**src/rtl/synch_down_counter.sv**
```systemverilog
// Synchronous down counter with parallel load, zero flag and registered done/underflow pulses.
// Decrement uses per-bit toggle borrow logic; every flop is clocked by clk.
module synch_down_counter #(
    parameter int WIDTH = 4,
    parameter bit WRAP  = 1'b1
) (
    input  logic             clk,
    input  logic             rst,
    input  logic             en,
    input  logic             load,
    input  logic [WIDTH-1:0] loadVal,
    output logic [WIDTH-1:0] outBus,
    output logic             zero,
    output logic             done,
    output logic             uflow
);

    logic [WIDTH-1:0] lower_zero;
    logic [WIDTH-1:0] toggle;
    logic [WIDTH-1:0] count_next;
    logic             at_zero;
    logic             at_one;
    logic             dec_req;
    logic             step;

    // lower_zero[i] is set when every bit below i is 0: the borrow chain for bit i.
    always_comb begin
        lower_zero[0] = 1'b1;
        for (int i = 1; i < WIDTH; i++) begin
            lower_zero[i] = lower_zero[i-1] & ~outBus[i-1];
        end
    end

    assign at_zero = lower_zero[WIDTH-1] & ~outBus[WIDTH-1];
    assign at_one  = (outBus == {{(WIDTH-1){1'b0}}, 1'b1});
    assign dec_req = en & ~load;

    // In saturating mode an enabled decrement at zero must not toggle anything.
    assign step       = dec_req & (WRAP | ~at_zero);
    assign toggle     = {WIDTH{step}} & lower_zero;
    assign count_next = outBus ^ toggle;

    always_ff @(posedge clk) begin
        if (rst) begin
            outBus <= {WIDTH{1'b1}};
            done   <= 1'b0;
            uflow  <= 1'b0;
        end else if (load) begin
            outBus <= loadVal;
            done   <= 1'b0;
            uflow  <= 1'b0;
        end else begin
            outBus <= count_next;
            done   <= dec_req & at_one;
            uflow  <= dec_req & at_zero;
        end
    end

    assign zero = (outBus == {WIDTH{1'b0}});

endmodule
```
**config.mk**
```make
export PLATFORM = sky130hd
export DESIGN_NAME = synch_down_counter
export DESIGN_NICKNAME = d
export VERILOG_FILES = /design/src/rtl/synch_down_counter.sv
export SDC_FILE = /design/constraint.sdc
export NUM_CORES = 1
export LEC_CHECK = 0
export ABC_AREA = 1
export ABC_CLOCK_PERIOD_IN_PS = 1610
export BUFFER_PORTS_ARGS = -buffer_cell sky130_fd_sc_hd__buf_2
export CAP_MARGIN = 30
export CORE_AREA = 3 3 40 42
export DETAILED_ROUTE_END_ITERATION = 10
export DIE_AREA = 0 0 43 45
export SLEW_MARGIN = 30
export SYNTH_ARGS = -nofsm -noshare
export SYNTH_HDL_FRONTEND = slang
export SYNTH_SLANG_ARGS = --single-unit
```
**constraint.sdc**
```tcl
create_clock -name clk -period 1.61 [get_ports clk]
set_clock_uncertainty 0.2 [all_clocks]
set_input_delay 0.2415 -clock clk [delete_from_list [all_inputs] [get_ports clk]]
set_output_delay 0.2415 -clock clk [all_outputs]
set_load 0.02 [all_outputs]
```
Word level (Yosys, flattened, before mapping)
Cells that the tools add are included.
{ "word_totals": {"register_bits": 6, "latchBits": 0, "mem_bits_rw": 0, "rom_bits": 0, "in_bits": 8, "out_inout_bits": 7, "wordCells": 20, "mem_count": 0} }
{ "op_classes": {"addsub": 0, "multipliers": 0, "n_div": 0, "magnitude_cmp": 0, "eq_ne": 1, "shift": 0, "mux": 1, "n_bitwise": 13, "reduce_logical": 2} }
{ "ops": {"columns": ["cell", "n"], "rows": [
  ["1-bit AND", 6],
  ["1-bit inverter", 5],
  ["4-bit AND", 1],
  ["4-bit by 1-bit == test with 1-bit output (second input constant)", 1],
  ["4-bit zero test", 1],
  ["4-bit 2-to-1 mux", 1],
  ["4-bit bitwise XOR", 1],
  ["2-bit OR reduction", 1]
]} }

Logic depth before layout (Yosys ltp)
Gate-level depths: netlist of the first run.
{ "logic_depth": {"ltp_word": 6, "ltp_mapped": 7, "mapped_depth_nobuf": 7} }

Worst setup path after synthesis of the first run
OpenSTA, ideal clock, no wires.
{ "synth_timing": {"path_type": "flip-flop to output port", "startpoint": "register outBus[1]", "endpoint": "output port zero", "t_arrival_ns": 1.164, "required_time_ns": 1.168, "slack_ns": 0.004, "stages_incl_launch_ff": 2, "path_buffers": 0, "path_cell_list": "dfxtp_1 -> nor4_1"} }
{ "synth_between": {"elab_chain_len": 1} }
{ "synth_rtl": {"columns": ["element", "line_no", "rtl"], "rows": [
  ["from (decl)", "12", "output logic [WIDTH-1:0] outBus,"],
  ["from (signal assigned)", "45", "outBus <= {WIDTH{1'b1}};"],
  ["from (signal assigned)", "49", "outBus <= loadVal;"],
  ["from (signal assigned)", "53", "outBus <= count_next;"],
  ["4-bit zero test", "59", "assign zero = (outBus == {WIDTH{1'b0}});"],
  ["to (decl)", "13", "output logic zero,"]
]} }
No other way between the ends.

Worst setup path in the final report of the first run
Same ends and word-level chain as after synthesis.

==> results of run 1 <==
## sequential cells by signal, indices dropped and copies added (netlist names)
signal,flops
outBus,4
done,1
uflow,1
## logic make-up (layout without fill, tap and decap cells)
| logic type | after synthesis | in the layout | synth area share, % |
|---|---|---|---|
| buf+inv | 5 | 21 | 8.68 |
| fa+ha+maj | 1 | 1 | 4.13 |
| flops | 6 | 6 | 39.7 |
| compound gates | 7 | 7 | 11.6 |
| simple gates | 19 | 19 | 36.0 |
## worst register-to-register path: cells and delay by family (launching register included)
kind / cells / cell delay [ps]
adder cells (fa/ha/maj): 1 / 220
flip-flops: 1 / 400
AO/OA/AOI/OAI: 1 / 130
buffers and inverters: 1 / 100
AND/OR/NAND/NOR: 1 / 60
## power by group
group / internal, mW / switching (mW) / leakage [nW] / total [mW]
clock: 0.0842 / 0.0523 / 0.0138 / 0.136
combinational: 0.0229 / 0.0367 / 0.149 / 0.0596
sequential: 0.157 / 0.0112 / 0.0495 / 0.168
## final timing paths
path | startpoint | to | slack (ps) | depth (start not counted)
setup / recovery | outBus[1]$_SDFF_PP1_ | zero | 70 | 2
hold / removal | loadVal[1] | outBus[1]$_SDFF_PP1_ | 10 | 3
setup reg to reg | outBus[0]$_SDFF_PP1_ | outBus[1]$_SDFF_PP1_ | 410 | 4
hold reg to reg | outBus[0]$_SDFF_PP1_ | done$_SDFF_PP0_ | 340 | 2
## layer usage
metal / vias up / wire length [um] / global-route usage [%]
li1: 157 / - / -
met1: 114 / 261 / 8.23
met2: 13 / 312 / 12.0
met3: 2 / 88 / 6.77
met4: 0 / 18 / 5.42
met5: - / 0 / 0
## per-stage QoR
| step | TNS (ps) | instance area, um2 | instances | setup slack (ps) | util (%) |
|---|---|---|---|---|---|
| floorplan | 0 | 303 | 38 | 4.36 | - |
| global placement | 0 | 380 | 66 | 327 | 29.6 |
| detailed placement | 0 | 380 | 66 | 299 | 29.6 |
| CTS | 0 | 403 | 69 | 28.4 | 31.4 |
| global route | -0.834 | 412 | 69 | -0.834 | 32.0 |
| finish | 0 | 412 | 69 | 72.5 | 32.0 |
## synthesized netlist by cell type
cell type	count
a21oi_1	5
nor4_1	1
nor2_1	2
nand3_1	1
nand3_2	1
dfxtp_1	6
nor2_8	1
ha_1	1
nand2_1	11
o21ai_1	1
nor4_2	1
o21ai_0	1
buf_6	1
nor2_2	1
inv_2	1
inv_1	3
## layout make-up
type                       instances  area [um2]
inverter                           4        15.0
clock buffer                       3        22.5
multi-input combinational         27         163
sequential                         6         120
tap                               15        18.8
fill                             150         873
timing repair buffer              14        72.6
## repair_timing
| item | 4_1_cts | 5_1_grt |
|---|---|---|
| resized for setup | 0 | 2 |
| endpoints found under the hold margin | 0 | 0 |
| setup endpoints to repair | 0 | 1 |
==> results_dict.tcl, run 1 <==
set metrics [dict create \
    outcome "completed" \
    final-setup-viol-count 0 \
    cp_max_fo 6 \
    cpPeakStageDelay_ps 360 \
    max_freq_mhz 650 \
    yosys_warnings 0 \
    grt-ovfl-total 0 \
    vias_per_cell 4.14 \
    synth_top_area_cell "dfxtp_1" \
    critPathSlowestCell "dfxtp_1" \
    tightest_slew_ps 221 \
    top_level_ports 15 \
    crit_type "reg -> out" \
    finalHoldViolCount 0 \
    yosys.area.top_type_share_pct 39.7 \
    hold_path.class "in -> reg" \
    grt_antenna_before_repair 0 \
    rows 13 \
    path_cells "nor4_2 > buf_4" \
    min_period_ps 1540 \
    wire_per_inst_um 9.86 \
    drt_iter0_drc 1 \
    drc 0 \
    cap_violations 0 \
    antennaDiodeCount 0 \
    tritoncts "built" \
    grt_pass1_wl_um 1080 \
    grt_pass1_vias 271 \
    initial_core_util_pct 23.6 \
    dp_hpwl_um 503 \
    final_common_cell "buf_2" \
    timing.critical_path.buf_inv 1 \
    cp_top_family "flip-flops" \
    fp.dieW_um 43 \
    numCtsBuffers 3 \
    cts_root_buf "clkbuf_4" \
    leakagePower_nw 0.212 \
    ys_ff_latch 6 \
    dr_total_vias 286 \
    arrival_ps 1100 \
    gp_congestion 0.634 \
    drive_gt1_share_pct 42.6 \
    fp.coreArea_um2 1280 \
    synth_cells 38 \
    totalWireLength_um 680 \
    synth.distinct_cells 16 \
    route.antenna.remaining_nets 0 \
    grt_usage_pct 8.34 \
    insertion_delay_ps 240 \
    maxSlewHeadroom_pct 85.1 \
    syn2layout_area_growth_pct 36.0 \
    clk_pin_slew_ps 40 \
    syn_nets 47 \
    ys_seq_area_share_pct 39.7 \
    mappedNetlistArea_um2 303 \
    syn_area_per_cell_um2 7.97 \
    nets 65 \
    portBuffers 14 \
    whs_ps 13.8 \
    period_share_pct 95.5 \
    die_h_um 45 \
    vdd_drop_max_mv 0.308 \
    end_kind "output pin" \
    required_ps 1170 \
    ys_top_cells_by_area "dfxtp_1 40%, nand2_1 14%, a21oi_1 8.3%" \
    clock_sinks 6 \
    start_kind "flip-flop" \
    htree_num_levels 1 \
    post_cts_buffers 0 \
    die_area_um2 1940 \
    slew_violations 0 \
    final_cell_mix "13 x buf_2, 11 x nand2_1, 6 x dfxtp_1" \
    cts_max_path_buffers 2 \
    grt_max_degree 9 \
    power_mw 0.364 \
    ctsHoldBuffers 0 \
    drt_pre_antenna_iters 2 \
    cellPowerDensity_nw_per_um2 885 \
]
Note: power is estimated with default switching activity, not from simulation.
==> run 2, diff against run 1 <==
--- a/config.mk
+++ b/config.mk
@@ -6,7 +6,7 @@
 export NUM_CORES = 1
 export LEC_CHECK = 0
 export ABC_AREA = 1
-export ABC_CLOCK_PERIOD_IN_PS = 1610
+export ABC_CLOCK_PERIOD_IN_PS = 1850
 export BUFFER_PORTS_ARGS = -buffer_cell sky130_fd_sc_hd__buf_2
 export CAP_MARGIN = 30
 export CORE_AREA = 3 3 40 42
==> constraint.sdc (replaced) <==
create_clock -name clk -period 1.85 [get_ports clk]
set_clock_uncertainty 0.2 [all_clocks]
set_input_delay 0.2775 -clock clk [delete_from_list [all_inputs] [get_ports clk]]
set_output_delay 0.2775 -clock clk [all_outputs]
set_load 0.02 [all_outputs]
==> run 2 against run 1 <==
  * Total power down 14%
  * Design area down 2.1%
  * Utilization down 0.68 points
  * Combinational power down 14%
  * Hold slack better by 33 ps
  * Die area unchanged
  * Via count up 1.0%
  * First-iteration DRC count rose to 6.0 times the previous value
  * Highest routed layer unchanged
  * Largest cell class unchanged
  * Critical path depth unchanged
==> results_dict.tcl, run 2 (same netlist as run 1, synthesis figures left out) <==
set metrics [dict create \
    outcome "completed" \
    clk_pin_slew_ps 40 \
    cts_max_path_buffers 2 \
    drt_pre_antenna_iters 2 \
    leakagePower_nw 0.212 \
    numCtsBuffers 3 \
    grt_usage_pct 7.84 \
    final_cell_mix "14 x buf_2, 11 x nand2_1, 6 x dfxtp_1" \
    clock_sinks 6 \
    post_cts_buffers 0 \
    nFillCells 144 \
    ctsHoldBuffers 0 \
    die_area_um2 1940 \
    cts_root_buf "clkbuf_4" \
    wire_per_inst_um 8.93 \
    top_level_ports 15 \
    top_usage_layer "met2" \
    dr_total_vias 289 \
    initial_core_util_pct 23.6 \
    totalWireLength_um 616 \
    multi_input_area_um2 156 \
    crit_type "reg -> out" \
    cp_max_fo 6 \
    finalHoldViolCount 0 \
    max_freq_mhz 629 \
    cpPeakStageDelay_ps 350 \
    grt-ovfl-total 0 \
    end_kind "output pin" \
    die_h_um 45 \
    fin_setup_tns_ps 0 \
    vdd_drop_max_mv 0.302 \
    fin_ws_ps 259 \
    fp.dieW_um 43 \
    grt_use_met1_pct 8.96 \
    reg_top3 "outBus x4, done x1, uflow x1" \
    drt_iter0_drc 6 \
    start_kind "flip-flop" \
    htree_num_levels 1 \
    antennaDiodeCount 0 \
    nets 65 \
    arrival_ps 1110 \
    critPathSlowestCell "dfxtp_1" \
    register_area_um2 120 \
    gr-usage-met2_pct 10.5 \
    tightest_slew_ps 244 \
    portBuffers 14 \
    period_share_pct 86.0 \
    grt_max_degree 9 \
    drive_gt1_share_pct 40.7 \
    cts_resized 0 \
    dp_hpwl_um 496 \
    finish.utilization_pct 31.4 \
    cap_violations 0 \
    maxSlewHeadroom_pct 83.6 \
    rsz0062_at_grt "no" \
    grt_antenna_before_repair 0 \
    grt_pass1_vias 256 \
    met3_usage_pct 6.37 \
    required_ps 1370 \
    final_common_cell "buf_2" \
    path_cells "nor4_1 > buf_2" \
    rows 13 \
    hold_path.class "in -> reg" \
    route.antenna.remaining_nets 0 \
    insertion_delay_ps 240 \
    vias_per_cell 4.19 \
    slew_violations 0 \
    grt_pass1_wl_um 1040 \
    place_ws_ps 521 \
    gp_congestion 0.634 \
    power_mw 0.312 \
    top_register "outBus" \
    tritoncts "built" \
    cellPowerDensity_nw_per_um2 774 \
    drc 0 \
    min_period_ps 1590 \
    largest_reg_flops 4 \
    final-setup-viol-count 0 \
    fp.coreArea_um2 1280 \
    syn2layout_area_growth_pct 33.1 \
]
-- run 2: cell types whose count changed in the layout (fill, tap and decap cells not counted) --
| cell | change |
|---|---|
| buf_2 | +1 |
| nor4_1 | +1 |
| nor4_2 | -1 |
| buf_4 | -1 |
-- run 2: layer usage --
metal | wire length [um] | share of wire (%)
met2 | 260 | 42
met5 | 0 | 0
met1 | 282 | 46
met3 | 68 | 11
met4 | 5 | 0.81
-- run 2: worst max-delay path, delay by kind of cell, from the launching register on --
family	cells	cell delay, ps
buffers and inverters	1	210
AND/OR/NAND/NOR	1	300
flip-flops	1	350
-- run 2: metrics by stage --
step,instances,cell area (um2),hold WS (ps)
floorplan,38,303,150
global placement,66,380,293
detailed placement,66,380,293
CTS,69,403,43.2
global route,69,403,45.7
finish,69,403,46.3
-- run 2: cell type report --
cell class | count | area share [%]
Tap cell | 15 | 4.66
Clock buffer | 3 | 5.59
Multi-Input combinational cell | 27 | 38.8
Inverter | 4 | 3.73
Timing Repair Buffer | 14 | 17.4
Sequential cell | 6 | 29.8
-- run 2: where the power goes --
part / leakage (nW) / internal [mW] / switching, mW
combinational: 0.149 / 0.0195 / 0.0319
clock: 0.0138 / 0.0731 / 0.0430
sequential: 0.0495 / 0.137 / 0.00781
total: 0.212 / 0.229 / 0.0827
-- run 2: worst paths after layout --
path | endpoint | slack (ps) | depth (start not counted) | start
setup / recovery | zero | 260 | 2 | outBus[1]$_SDFF_PP1_
hold / removal | outBus[1]$_SDFF_PP1_ | 50 | 3 | loadVal[1]
setup reg to reg | outBus[1]$_SDFF_PP1_ | 680 | 4 | outBus[0]$_SDFF_PP1_
hold reg to reg | done$_SDFF_PP0_ | 310 | 2 | outBus[0]$_SDFF_PP1_
